$ cat config.mk
export PLATFORM = sky130hd
export DESIGN_NAME = dualshock_responder_flat
export DESIGN_NICKNAME = d
export VERILOG_FILES = /design/src/rtl/dualshock_pkg.sv /design/src/rtl/dualshock_responder_if.sv /design/src/rtl/ds_sync_edge.sv /design/src/rtl/dualshock_responder.sv /design/src/flat_wrapper.sv
export SDC_FILE = /design/constraint.sdc
export NUM_CORES = 1
export LEC_CHECK = 0
export ABC_CLOCK_PERIOD_IN_PS = 3250
export BUFFER_PORTS_ARGS = -buffer_cell sky130_fd_sc_hd__buf_2
export CELL_PAD_IN_SITES_DETAIL_PLACEMENT = 0
export CELL_PAD_IN_SITES_GLOBAL_PLACEMENT = 1
export CORE_ASPECT_RATIO = 0.5
export CORE_MARGIN = 4
export CORE_UTILIZATION = 25
export CTS_BUF_LIST = sky130_fd_sc_hd__clkbuf_4 sky130_fd_sc_hd__clkbuf_8 sky130_fd_sc_hd__clkbuf_16
export DETAILED_ROUTE_END_ITERATION = 10
export GPL_TIMING_DRIVEN = 0
export PLACE_DENSITY = 0.57
export SLEW_MARGIN = 40
export SYNTH_ARGS = -nofsm -noshare
export SYNTH_HDL_FRONTEND = slang
export SYNTH_SLANG_ARGS = --single-unit
$ cat constraint.sdc
create_clock -name clk -period 3.25 [get_ports clk]
set_clock_uncertainty 0.2 [all_clocks]
set_input_delay 0.1625 -clock clk [delete_from_list [all_inputs] [get_ports clk]]
set_output_delay 0.1625 -clock clk [all_outputs]
set_load 0.05 [all_outputs]
$ cat src/rtl/dualshock_pkg.sv
// Shared constants, FSM state type and response-byte lookup for the
// DualShock-style controller responder.
package dualshock_pkg;

  localparam logic [7:0] HDR      = 8'h01;
  localparam logic [7:0] CMD_POLL = 8'h42;
  localparam logic [7:0] CMD_CFG  = 8'h43;
  localparam logic [7:0] ID_DIG   = 8'h41;
  localparam logic [7:0] ID_ANA   = 8'h73;
  localparam logic [7:0] READY    = 8'h5A;

  localparam logic [3:0] LAST_DIG = 4'd4;
  localparam logic [3:0] LAST_ANA = 4'd8;

  typedef enum logic [2:0] {IDLE, SHIFT, ACK_WAIT, ACK, IGNORE} ds_state_e;

  // Pad state frozen at the start of a frame so the reply is self-consistent.
  typedef struct packed {
    logic [15:0] btn;
    logic [31:0] axes;   // {ly, lx, ry, rx}
    logic        analog;
  } pad_snap_t;

  function automatic logic [7:0] resp_byte(input logic [3:0] idx, input pad_snap_t s);
    case (idx)
      4'd1:    return s.analog ? ID_ANA : ID_DIG;
      4'd2:    return READY;
      4'd3:    return s.btn[7:0];
      4'd4:    return s.btn[15:8];
      4'd5:    return s.axes[7:0];
      4'd6:    return s.axes[15:8];
      4'd7:    return s.axes[23:16];
      4'd8:    return s.axes[31:24];
      default: return 8'hFF;
    endcase
  endfunction

endpackage

$ cat src/rtl/dualshock_responder_if.sv
// Controller-port bus between a console host and the pad.
//   ps_clk  host SPI clock, idle high      ps_sel  select, active low
//   ps_cmd  host command bit               ps_dat  pad response bit
//   ps_ack  pad acknowledge, active low
interface dualshock_responder_if;
  logic ps_clk;
  logic ps_sel;
  logic ps_cmd;
  logic ps_dat;
  logic ps_ack;

  modport master (output ps_clk, ps_sel, ps_cmd, input  ps_dat, ps_ack);
  modport slave  (input  ps_clk, ps_sel, ps_cmd, output ps_dat, ps_ack);
endinterface

$ cat src/rtl/ds_sync_edge.sv
// Two-flop synchronizer with rise/fall detect on the synchronized copy.
//   clk, resetn  system clock, async active-low reset
//   d            asynchronous input
//   q            synchronized level
//   rise, fall   one-clock edge strobes
// Flops reset to the idle level (1). Edges are masked until the pipeline
// holds only post-reset samples, so a line already low when reset releases
// does not look like a fresh falling edge.
module ds_sync_edge (
  input  logic clk,
  input  logic resetn,
  input  logic d,
  output logic q,
  output logic rise,
  output logic fall
);
  logic [1:0] sync;
  logic       prev;
  logic [2:0] vld_pipe;

  always_ff @(posedge clk or negedge resetn) begin
    if (!resetn) begin
      sync     <= 2'b11;
      prev     <= 1'b1;
      vld_pipe <= '0;
    end else begin
      sync     <= {sync[0], d};
      prev     <= sync[1];
      vld_pipe <= {vld_pipe[1:0], 1'b1};
    end
  end

  assign q    = sync[1];
  assign rise = vld_pipe[2] &  q & ~prev;
  assign fall = vld_pipe[2] & ~q &  prev;
endmodule

$ cat src/rtl/dualshock_responder.sv
// Controller-side responder for a DualShock-style poll protocol.
//   clk, resetn       system clock, async active-low reset
//   ps (slave)        host bus: ps_clk/ps_sel/ps_cmd in, ps_dat/ps_ack out
//   btn[15:0]         active-low buttons (byte3=[7:0], byte4=[15:8])
//   axes[31:0]        {ly, lx, ry, rx}
//   analog_mode       1 = analog reply (ID 0x73, 9 bytes)
//   vib_small/large   motor bytes of the last completed 0x42 frame
//   frame_done        one-clock pulse at ps_sel rise after a full frame
//   hdr_err           one-clock pulse on bad header / command byte
module dualshock_responder
  import dualshock_pkg::*;
#(
  parameter int FREQ          = 50_000_000,
  parameter int ACK_DELAY_CYC = FREQ / 100_000,
  parameter int ACK_WIDTH_CYC = FREQ / 250_000
) (
  input  logic        clk,
  input  logic        resetn,
  dualshock_responder_if.slave ps,
  input  logic [15:0] btn,
  input  logic [31:0] axes,
  input  logic        analog_mode,
  output logic [7:0]  vib_small,
  output logic [7:0]  vib_large,
  output logic        frame_done,
  output logic        hdr_err
);
  localparam int CNT_MAX = (ACK_DELAY_CYC > ACK_WIDTH_CYC) ?
                           ((ACK_DELAY_CYC > 1) ? ACK_DELAY_CYC : 1) :
                           ((ACK_WIDTH_CYC > 1) ? ACK_WIDTH_CYC : 1);
  localparam int CW      = $clog2(CNT_MAX + 1);
  localparam int DLY_END = (ACK_DELAY_CYC > 0) ? ACK_DELAY_CYC - 1 : 0;
  localparam int WID_END = (ACK_WIDTH_CYC > 0) ? ACK_WIDTH_CYC - 1 : 0;

  // Lane 0 = ps_clk, 1 = ps_sel, 2 = ps_cmd.
  logic [2:0] raw, sq, sr, sf;
  assign raw = {ps.ps_cmd, ps.ps_sel, ps.ps_clk};

  ds_sync_edge u_sync [2:0] (
    .clk    (clk),
    .resetn (resetn),
    .d      (raw),
    .q      (sq),
    .rise   (sr),
    .fall   (sf)
  );

  logic clk_rise, clk_fall, sel_rise, sel_fall, cmd_s;
  assign clk_rise = sr[0];
  assign clk_fall = sf[0];
  assign sel_rise = sr[1];
  assign sel_fall = sf[1];
  assign cmd_s    = sq[2];

  logic unused;
  assign unused = ^{sq[1:0], sr[2], sf[2]};

  ds_state_e   state;
  pad_snap_t   snap;
  logic [3:0]  idx;
  logic [2:0]  bit_cnt;
  logic [7:0]  tx;
  logic [6:0]  rx;
  logic [CW-1:0] cnt;
  logic        poll;      // frame command is 0x42
  logic        complete;  // last byte exchanged, waiting for ps_sel rise
  logic [7:0]  mot3, mot4;

  logic [7:0] rx_next;
  logic [3:0] last_idx;
  logic       bad_byte;
  assign rx_next  = {cmd_s, rx};
  assign last_idx = snap.analog ? LAST_ANA : LAST_DIG;
  assign bad_byte = (idx == 4'd0 && rx_next != HDR) ||
                    (idx == 4'd1 && rx_next != CMD_POLL && rx_next != CMD_CFG);

  always_ff @(posedge clk or negedge resetn) begin
    if (!resetn) begin
      state      <= IDLE;
      ps.ps_dat  <= 1'b1;
      ps.ps_ack  <= 1'b1;
      vib_small  <= '0;
      vib_large  <= '0;
      frame_done <= 1'b0;
      hdr_err    <= 1'b0;
      snap       <= '0;
      idx        <= '0;
      bit_cnt    <= '0;
      tx         <= 8'hFF;
      rx         <= '0;
      cnt        <= '0;
      poll       <= 1'b0;
      complete   <= 1'b0;
      mot3       <= '0;
      mot4       <= '0;
    end else begin
      frame_done <= 1'b0;
      hdr_err    <= 1'b0;
      // Deselect wins over any clock edge in the same cycle.
      if (state != IDLE && sel_rise) begin
        if (state == SHIFT && complete) begin
          frame_done <= 1'b1;
          if (poll) begin
            vib_small <= mot3;
            vib_large <= mot4;
          end
        end
        state     <= IDLE;
        ps.ps_dat <= 1'b1;
        ps.ps_ack <= 1'b1;
        complete  <= 1'b0;
      end else begin
        case (state)
          IDLE: if (sel_fall) begin
            snap      <= '{btn: btn, axes: axes, analog: analog_mode};
            idx       <= '0;
            bit_cnt   <= '0;
            tx        <= 8'hFF;
            complete  <= 1'b0;
            poll      <= 1'b0;
            ps.ps_dat <= 1'b1;
            ps.ps_ack <= 1'b1;
            state     <= SHIFT;
          end
          SHIFT: if (!complete) begin
            if (clk_fall) begin
              ps.ps_dat <= tx[bit_cnt];
            end else if (clk_rise) begin
              rx      <= rx_next[7:1];
              bit_cnt <= bit_cnt + 3'd1;
              if (bit_cnt == 3'd7) begin
                ps.ps_dat <= 1'b1;   // line idles high until the next byte's first fall
                if (bad_byte) begin
                  hdr_err <= 1'b1;
                  state   <= IGNORE;
                end else begin
                  if (idx == 4'd1) poll <= (rx_next == CMD_POLL);
                  if (idx == 4'd3) mot3 <= rx_next;
                  if (idx == 4'd4) mot4 <= rx_next;
                  if (idx == last_idx) begin
                    complete <= 1'b1;
                  end else begin
                    idx   <= idx + 4'd1;
                    tx    <= resp_byte(idx + 4'd1, snap);
                    cnt   <= '0;
                    state <= ACK_WAIT;
                  end
                end
              end
            end
          end
          ACK_WAIT: begin
            if (cnt == CW'(DLY_END)) begin
              cnt       <= '0;
              ps.ps_ack <= 1'b0;
              state     <= ACK;
            end else begin
              cnt <= cnt + CW'(1);
            end
          end
          ACK: begin
            if (cnt == CW'(WID_END)) begin
              cnt       <= '0;
              ps.ps_ack <= 1'b1;
              state     <= SHIFT;
            end else begin
              cnt <= cnt + CW'(1);
            end
          end
          IGNORE: ;
          default: state <= IDLE;
        endcase
      end
    end
  end
endmodule
$ cat src/flat_wrapper.sv
// flat-port wrapper written by rule: the top's interface ports become plain ports
module dualshock_responder_flat import dualshock_pkg::*;
#(
  parameter int FREQ          = 50_000_000,
  parameter int ACK_DELAY_CYC = FREQ / 100_000,
  parameter int ACK_WIDTH_CYC = FREQ / 250_000
)
  (clk, resetn, btn, axes, analog_mode, vib_small, vib_large, frame_done, hdr_err, ps_ps_clk, ps_ps_sel, ps_ps_cmd, ps_ps_dat, ps_ps_ack);
  dualshock_responder_if ps_i ();
  input  logic clk;
  input  logic resetn;
  input  logic [15:0] btn;
  input  logic [31:0] axes;
  input  logic analog_mode;
  output logic [7:0] vib_small;
  output logic [7:0] vib_large;
  output logic frame_done;
  output logic hdr_err;
  input wire logic [$bits(ps_i.ps_clk)-1:0] ps_ps_clk;
  input wire logic [$bits(ps_i.ps_sel)-1:0] ps_ps_sel;
  input wire logic [$bits(ps_i.ps_cmd)-1:0] ps_ps_cmd;
  output wire logic [$bits(ps_i.ps_dat)-1:0] ps_ps_dat;
  output wire logic [$bits(ps_i.ps_ack)-1:0] ps_ps_ack;
  assign ps_i.ps_clk = ps_ps_clk;
  assign ps_i.ps_sel = ps_ps_sel;
  assign ps_i.ps_cmd = ps_ps_cmd;
  assign ps_ps_dat = ps_i.ps_dat;
  assign ps_ps_ack = ps_i.ps_ack;
  dualshock_responder #(.FREQ(FREQ), .ACK_DELAY_CYC(ACK_DELAY_CYC), .ACK_WIDTH_CYC(ACK_WIDTH_CYC)) u_core (.clk(clk), .resetn(resetn), .ps(ps_i), .btn(btn), .axes(axes), .analog_mode(analog_mode), .vib_small(vib_small), .vib_large(vib_large), .frame_done(frame_done), .hdr_err(hdr_err));
endmodule
# After elaboration in Yosys (flattened, before gate mapping)
# Index checks and enable logic that the tools add are counted.
# totals
wordCells	196
ramBits	0
inputBits	54
out_inout_bits	20
latch_bits	0
n_memories	0
reg_bits	135
rom_bits	0
# classes
shift	0
n_addsub	3
reduce_logical	26
order_cmp	1
multipliers	0
div_mod_pow	0
n_bitwise	16
n_eq_ne	42
mux	82
# op_table
op	n
$mux W9	8
$pmux W8 S8	1
$mux W8	7
$mux W3	14
$mux W1	33
$mux W4	8
$pmux W9 S3	1
$reduce_and A9 Y1	3
$reduce_and A8 Y1	3
$eq A4 B3 Y1 const B	5
$ne A8 B7 Y1 const B	2
$pmux W8 S2	1
$pmux W3 S5	1
$eq A4 B2 Y1 const B	3
$ne A2 B2 Y1 const B	6
$ne A3 B1 Y1 const B	4
$reduce_and A5 Y1	2
$add A9 B1 Y9 const B	1
$eq A9 B8 Y1 const B	1
$eq A9 B9 Y1 const B	1
$reduce_bool A3 Y1	3
$and A1 B1 Y1	8
$eq A4 B1 Y1 const B	2
$eq A8 B7 Y1 const B	1
other kinds (31)	51

# Depth between registers and ports, before layout
# Gate-level depths: netlist (run 1).
# depth
depth_word	11
depth_mapped	9
ltp_nobuf	7

# By module
# Synthesis (run 1) repeated with hierarchy kept, for this count alone.
# hier_totals
cells_unflattened	547
area_unflattened_um2	6603.8
# modules_own_cells
module	instances	cells_each	seq_area_each_um2	area_per_inst_um2
dualshock_responder	1	520	3040.4	6078.3
ds_sync_edge	3	9	153.9	175.2

# Worst setup path after synthesis (run 1)
# Ideal clock, no wire load.
# synth_timing
path_kind	flip-flop to flip-flop
from	register u_core.idx[1]
to	register u_core.mot3[0]
path_stages_with_launch	9
required_time_ns	2.925
path_slack_ns	0.453
arrival_ns	2.472
synth_period_minus_slack_ns	2.797
setup_time_ns	0.125
n_path_buf	1
cell_sequence	dfrtp_1 > clkbuf_1 > inv_1 > ha_1 > nor2b_1 > o41ai_2 > a21oi_1 > nor4_4 > mux2_2
# synth_between
elab_chain_len	6
elab_cells_between_ends	9
classes_between	eq/ne: 2; bitwise: 1; reduce/logical: 6
# synth_lines
item	line	text
start: declaration	dualshock_responder.sv:60	logic [3:0] idx;
start signal: assignment	dualshock_responder.sv:143	idx <= idx + 4'd1;
$eq A4 B1 Y1	dualshock_responder.sv:75	(idx == 4'd1 && rx_next != CMD_POLL && rx_next != CMD_CFG);
$logic_and A1 B1 Y1 (2 in a row)	dualshock_responder.sv:75	
$logic_or A1 B1 Y1	dualshock_responder.sv:74	assign bad_byte = (idx == 4'd0 && rx_next != HDR) ||
$not A1 Y1 (no source line)	-	
$reduce_and A8 Y1 (no source line) *	-	
end signal: assignment	dualshock_responder.sv:138	if (idx == 4'd3) mot3 <= rx_next;
end: declaration	dualshock_responder.sv:67	logic [7:0] mot3, mot4;
# Mark *: on every way between the ends. The rest lies on a longest branch, timed or not.
# A chain may end at the register's enable or synchronous reset.

# Worst setup path after layout (run 1)
# layout_timing
from	register u_core.idx[0]
to	register u_core.tx[1]
# layout_between
elab_chain_len	10
elab_cells_between_ends	27
classes_between	add/sub: 1; eq/ne: 12; mux: 8; reduce/logical: 6
# layout_lines
item	line	text
$add A4 B1 Y4	dualshock_responder.sv:144	tx <= resp_byte(idx + 4'd1, snap);
$eq A4 B4 Y1, or another cell as far along	dualshock_pkg.sv:25	case (idx)
$pmux W8 S8	dualshock_pkg.sv:25	
$mux W8	dualshock_responder.sv:140	if (idx == last_idx) begin
$mux W8	dualshock_responder.sv:133	if (bad_byte) begin
$mux W8	dualshock_responder.sv:131	if (bit_cnt == 3'd7) begin
$mux W8	dualshock_responder.sv:128	end else if (clk_rise) begin
$mux W8	dualshock_responder.sv:126	if (clk_fall) begin
$mux W8	dualshock_responder.sv:125	SHIFT: if (!complete) begin
$pmux W8 S2	dualshock_responder.sv:113	case (state)
end signal: assignment	dualshock_responder.sv:144	
end: declaration	dualshock_responder.sv:62	logic [7:0] tx;
# Parallel ways exist; a longest one is shown, timed or not. The select of a mux whose other input is x is not followed.

==> flow_summary.toml, run 1 <==
[sta]
tightest_slew_ns = 0.715
rsz0062_at_grt = "false"
fmax_ghz = 0.325
maxSlewHeadroom_pct = 51.1
finalSetupTns_ns = 0
hold_viol = 0
period_needed_ns = 3.08
finalCritPeriodShare_pct = 94.7
finalSetupViolCount = 0
slew_violations = 0
worst_slack_ns = 0.173

[cells_and_area]
antenna_cells = 0
instances_no_fill = 1007
drive_above_1_share_pct = 34.1
fin_nets = 721
synthToLayoutAreaGrowth_pct = 33.5
final_cell_area_sq_um = 8230

[synthesis]
yosysWarnings = 0
synth_cell_type_count = 59
synth_nets = 575
ys_ff_latch = 132
synth_flop_cell = "dfrtp_1"
syn-cell-area_sq_um = 6160
synth_edf_count = 0
async_flop_share_pct = 100
synth_cells = 513
ys_seq_area_share_pct = 53.9
syn_area_per_cell_sq_um = 12.0

[global_routing]
groute.usage.overall_pct = 12.0
grt-ovfl-total = 0
grt_first_pass_wirelength_um = 26500
antenna_found_initial = 0
grt_pass1_vias = 4814
grt_max_degree = 69

[clock_tree]
cts_tree = "built"
clk_pin_slew_worst_paths_ns = 0.06
clockRootBuffer = "clkbuf_16"
clkLatencyLatePin_ns = 0.41
cts_buffers = 17
clock-sinks = 132
clockBufferDepth = 2
h-tree-depth = 4

[floorplanning]
fp-row-count = 40
core_area_sq_um = 24100
start_util_pct = 25.6
die_x_um = 230
floorplan.io_pins = 74
die_y_um = 119
die_area_sq_um = 27400

[placement]
gp_congestion = 0.764
dpl.hpwl_um = 11200
port-buffer-count = 73
pre_cts_ws_ns = -0.0783
dp.cells = 923
placed_cell_area_sq_um = 7000

[worst_setup_path]
end_kind = "register"
path_class = "reg2reg"
cp.arrival_ns = 3.17
critPathLaunchType = "register"
cp_max_fo = 11
worstPathRequired_ns = 3.35

[power_and_ir_drop]
power_uw = 5180
power_leakage_uw = 0.00361
ir_drop_v = 0.000398
powerDensity_nw_per_um2 = 630

[outcome]
status = "completed"

[route]
via_count = 4598
wl_per_cell_um = 15.7
first_pass_iters = 4
drt_iter0_drc = 234
vias_per_cell = 4.57
drc = 0
finalWirelength_um = 15800
ant_nets = 0

[min_path]
hold_path_class = "in2async"

[job]
cap_violations = 0
## registers in the layout (all words and copies together) (netlist names), 2 cells and up
name and count:
u_core.vib_large 8, u_core.tx 8, u_core.vib_small 8, u_core.cnt 9, u_core.bit_cnt 3, u_core.state 3
u_core.rx 7, u_core.u_sync.vld_pipe 3, u_core.u_sync.prev 2, u_core.snap 49, u_core.idx 4, u_core.mot4 8
u_core.u_sync.sync 6, u_core.mot3 8
## critical path, stage by stage (launching register included)
cell       delay, ns
dfrtp_1         0.50
ha_1            0.25
clkbuf_1        0.22
and2_1          0.28
a21oi_1         0.41
o21ai_0         0.25
a2111oi_0       0.70
a31oi_1         0.15
## placed cells by master (no fill, tap or decap), types with 3 or more instances in the layout
cell type / count
nand4_1: 6
nand3_1: 15
nor3_1: 5
a222oi_1: 8
nand2_1: 33
and2_1: 5
buf_2: 72
dlygate4sd3_1: 53
clkbuf_16: 17
dfrtp_1: 114
or3_1: 9
nor2b_1: 6
o22ai_1: 3
nor3b_1: 4
inv_1: 15
o211ai_1: 6
a21oi_1: 12
nor3_2: 3
a2bb2oi_1: 7
and3_1: 8
ha_1: 8
bufinv_16: 6
nor2_1: 19
mux2_2: 90
clkbuf_1: 22
a22o_1: 4
a22oi_1: 16
dfstp_2: 18
and3b_1: 3
o21ai_0: 15
a31oi_1: 7
a211oi_1: 4
nand2b_1: 6
## repair_timing
item	CTS	global route
gates resized for setup	0	4
hold buffers	53	0
endpoints found under the hold margin	174	0
pin swaps	1	0
endpoints found under the setup margin	9	7
setup buffers	1	0
## final cells by class
type,instances,area (sq um)
Fill cell,2472,15900
Sequential cell,132,3330
Multi-Input combinational cell,342,2710
Timing Repair Buffer,128,953
Clock buffer,19,453
Tap cell,336,420
Clock inverter,12,226
Buffer,23,87.6
Inverter,15,56.3
## path summary, 6_finish.rpt
path	startpoint	end	slack, ns	cells past startpoint
worst max-delay path	u_core.idx[0]	u_core.tx[1]	0.17	7
worst min-delay path	resetn	u_core.vib_large[3]	0.1	2
worst max register to register	u_core.idx[0]	u_core.tx[1]	0.17	7
worst min register to register	u_core.u_sync[0].vld_pipe[1]	u_core.u_sync[0].vld_pipe[2]	0.15	0
max in group asynchronous	resetn	u_core.tx[5]	1.99	3
min in group clk	u_core.u_sync[0].vld_pipe[1]	u_core.u_sync[0].vld_pipe[2]	0.15	0
## metrics by stage
| stage | utilization, % | hold slack, ns |
|---|---|---|
| after detailed placement | 29.0 | -0.0502 |
| after floorplan | - | -0.333 |
| after global routing | 34.1 | 0.139 |
| final | 34.1 | 0.0971 |
| after CTS | 34.1 | 0.118 |
| after global placement | 28.8 | 0.0694 |
## where the power goes
group	switching, uW	internal (uW)	leakage (uW)
Clock	732	1480	0.000326
Sequential	223	1980	0.00167
Combinational	335	432	0.00161
## logic make-up after synthesis
family          Yosys count  synth area share [%]
fa+ha+maj                 8                  1.62
buf+inv                  39                  2.37
mux                      94                  17.5
compound gates          102                  12.1
flops                   132                  53.9
simple gates            137                  12.4
other cells               1                0.0608
## cells in the mapped netlist (5+ instances only)
library cell,n,area (sq um)
a21oi_1,13,65.1
a222oi_1,8,80.1
a22oi_1,16,120
a2bb2oi_1,7,61.3
a31oi_1,7,43.8
and2_1,5,31.3
and3_1,9,56.3
clkbuf_1,24,90.1
dfrtp_1,114,2850
dfstp_2,18,473
ha_1,8,100
inv_1,15,56.3
mux2_2,90,1010
nand2_1,33,124
nand2b_1,6,37.5
nand3_1,15,75.1
nand4_1,6,37.5
nor2_1,19,71.3
nor2b_1,6,37.5
nor3_1,6,30.0
o211ai_1,6,45.0
o21ai_0,15,75.1
or3_1,9,56.3
## layer usage
| layer | vias to the layer above | share of wire (%) | global-route usage (%) |
|---|---|---|---|
| met3 | 10 | 3.3 | 2.41 |
| li1 | 2211 | - | - |
| met5 | - | 0 | 0 |
| met2 | 82 | 46 | 18.6 |
| met1 | 2295 | 50 | 17.3 |
| met4 | 0 | 0.77 | 2.98 |
Power figures use the tool's default switching activity.
==> run 2: changes to the inputs <==
--- a/config.mk
+++ b/config.mk
@@ -12,7 +12,7 @@
 export CORE_ASPECT_RATIO = 0.5
 export CORE_MARGIN = 4
 export CORE_UTILIZATION = 25
-export CTS_BUF_LIST = sky130_fd_sc_hd__clkbuf_4 sky130_fd_sc_hd__clkbuf_8 sky130_fd_sc_hd__clkbuf_16
+export CTS_BUF_LIST = sky130_fd_sc_hd__clkbuf_16
 export DETAILED_ROUTE_END_ITERATION = 10
 export GPL_TIMING_DRIVEN = 0
 export PLACE_DENSITY = 0.57
==> constraint.sdc (replaced) <==
create_clock -name clk -period 3.25 [get_ports clk]
set_clock_uncertainty 0.2 [all_clocks]
set_input_delay 0.1625 -clock clk [delete_from_list [all_inputs] [get_ports clk]]
set_output_delay 0.1625 -clock clk [all_outputs]
set_load 0.1 [all_outputs]
==> flow_summary.toml, run 2 (synthesis gave the netlist of run 1 again) <==
[route]
first_pass_iters = 4
vias_per_cell = 4.56
ant_nets = 0
drc = 0
via_count = 4591
finalWirelength_um = 15800
wl_per_cell_um = 15.7
drt_iter0_drc = 232

[sta]
finalSetupViolCount = 0
hold_viol = 0
worst_hold_slack_ns = 0.0985
finalSetupTns_ns = 0
worst_slack_ns = 0.196
maxSlewHeadroom_pct = 51.4
tightest_slew_ns = 0.725
period_needed_ns = 3.05
fmax_ghz = 0.327
slew_violations = 0
rsz0062_at_grt = "false"
finalCritPeriodShare_pct = 94.0

[power_and_ir_drop]
ir_drop_v = 0.000398
p_sw_uw = 1290
p_int_uw = 3850
powerDensity_nw_per_um2 = 625
switching_share_pct = 25.1
combPwrFrac_pct = 15.0
power_uw = 5140
p_clk_share_pct = 42.1
seq_power_share_pct = 42.9
power_leakage_uw = 0.00360

[clock_tree]
clkLatencyLatePin_ns = 0.41
clock-sinks = 132
cts_buffers = 17
clk_pin_slew_worst_paths_ns = 0.06
cts_tree = "built"
h-tree-depth = 4
clockRootBuffer = "clkbuf_16"
clockBufferDepth = 2

[placement]
port-buffer-count = 73
dpl.hpwl_um = 11200
gp_congestion = 0.764
pre_cts_ws_ns = -0.0783

[cells_and_area]
synthToLayoutAreaGrowth_pct = 33.2
fin_nets = 721
reg_top3 = "u_core.snap (49), u_core.cnt (9)"
antenna_cells = 0
nFillCells = 2476
largest_reg_flops = 49
drive_above_1_share_pct = 33.8
layout_common_cells = "114 x dfrtp_1, 90 x mux2_2, 72 x buf_2"
final_common_cell = "dfrtp_1"
largest_register = "u_core.snap"

[global_routing]
antenna_found_initial = 0
grt_pass1_vias = 4813
grt_first_pass_wirelength_um = 26500
groute.usage.overall_pct = 12.0
grt_max_degree = 69
grt-ovfl-total = 0

[min_path]
hold_path_class = "in2async"

[floorplanning]
fp-row-count = 40
die_area_sq_um = 27400
floorplan.io_pins = 74
die_x_um = 230
core_area_sq_um = 24100
start_util_pct = 25.6
die_y_um = 119

[worst_setup_path]
cp_max_fo = 11
worstPathRequired_ns = 3.35
path_class = "reg2reg"
end_kind = "register"
critPathLaunchType = "register"
cp.arrival_ns = 3.15

[job]
cap_violations = 0

[outcome]
status = "completed"
-- run 2: cell count changes in the layout (fill, tap and decap cells not counted) --
cell	delta
clkbuf_8	-2
clkinv_1	+2
-- run 2: worst max-delay path, stage by stage (launching register included) --
cell	delay [ns]
dfrtp_1	0.50
ha_1	0.26
clkbuf_1	0.22
and2_1	0.28
a21oi_1	0.40
o21ai_0	0.25
a2111oi_0	0.68
a31oi_1	0.15
-- run 2: worst paths after layout --
kind	to	cells past startpoint	slack, ns	from
min reg2reg	u_core.u_sync[0].vld_pipe[2]	0	0.15	u_core.u_sync[0].vld_pipe[1]
max reg2reg	u_core.tx[1]	7	0.20	u_core.idx[0]
min in group clk	u_core.u_sync[0].vld_pipe[2]	0	0.15	u_core.u_sync[0].vld_pipe[1]
max	u_core.tx[1]	7	0.20	u_core.idx[0]
max in group asynchronous	u_core.tx[5]	3	1.98	resetn
min	u_core.vib_large[3]	2	0.1	resetn
-- run 2: layout make-up --
type,count,area (sq um),area share [%]
Sequential cell,132,3330,40.5
Multi-Input combinational cell,342,2710,33.0
Timing Repair Buffer,128,953,11.6
Clock buffer,17,425,5.18
Tap cell,336,420,5.12
Clock inverter,14,234,2.85
Buffer,23,87.6,1.07
Inverter,15,56.3,0.686
-- run 2: routing by layer --
| metal | GRT usage, % | vias up | wire length [um] |
|---|---|---|---|
| li1 | - | 2213 | - |
| met1 | 17.3 | 2308 | 8090 |
| met2 | 18.6 | 59 | 7160 |
| met3 | 2.41 | 11 | 410 |
| met4 | 2.98 | 0 | 121 |
| met5 | 0 | - | 0 |
-- run 2: what timing repair did --
action	4_1_cts	5_1_grt
resized for setup	0	4
setup endpoints to repair	9	7
pin swaps	1	0
hold endpoints to repair	174	0
buffers inserted	1	0
hold buffers	53	0
-- run 2: through the flow --
step	area, sq um	utilization [%]	cells
global route	8210	34.0	1007
CTS	8210	34.0	1007
floorplan	6160	-	513
finish	8210	34.0	1007
detailed placement	7000	29.0	923
global placement	6950	28.8	922
-- run 2: power by group through the flow --
stage / registers (uW) / logic [uW] / clock network, uW
floorplan: 2150 / 542 / 0
global placement: 2220 / 707 / 0
detailed placement: 2230 / 725 / 0
CTS: 2200 / 776 / 2210
global route: 2250 / 862 / 2290
finish: 2200 / 770 / 2160
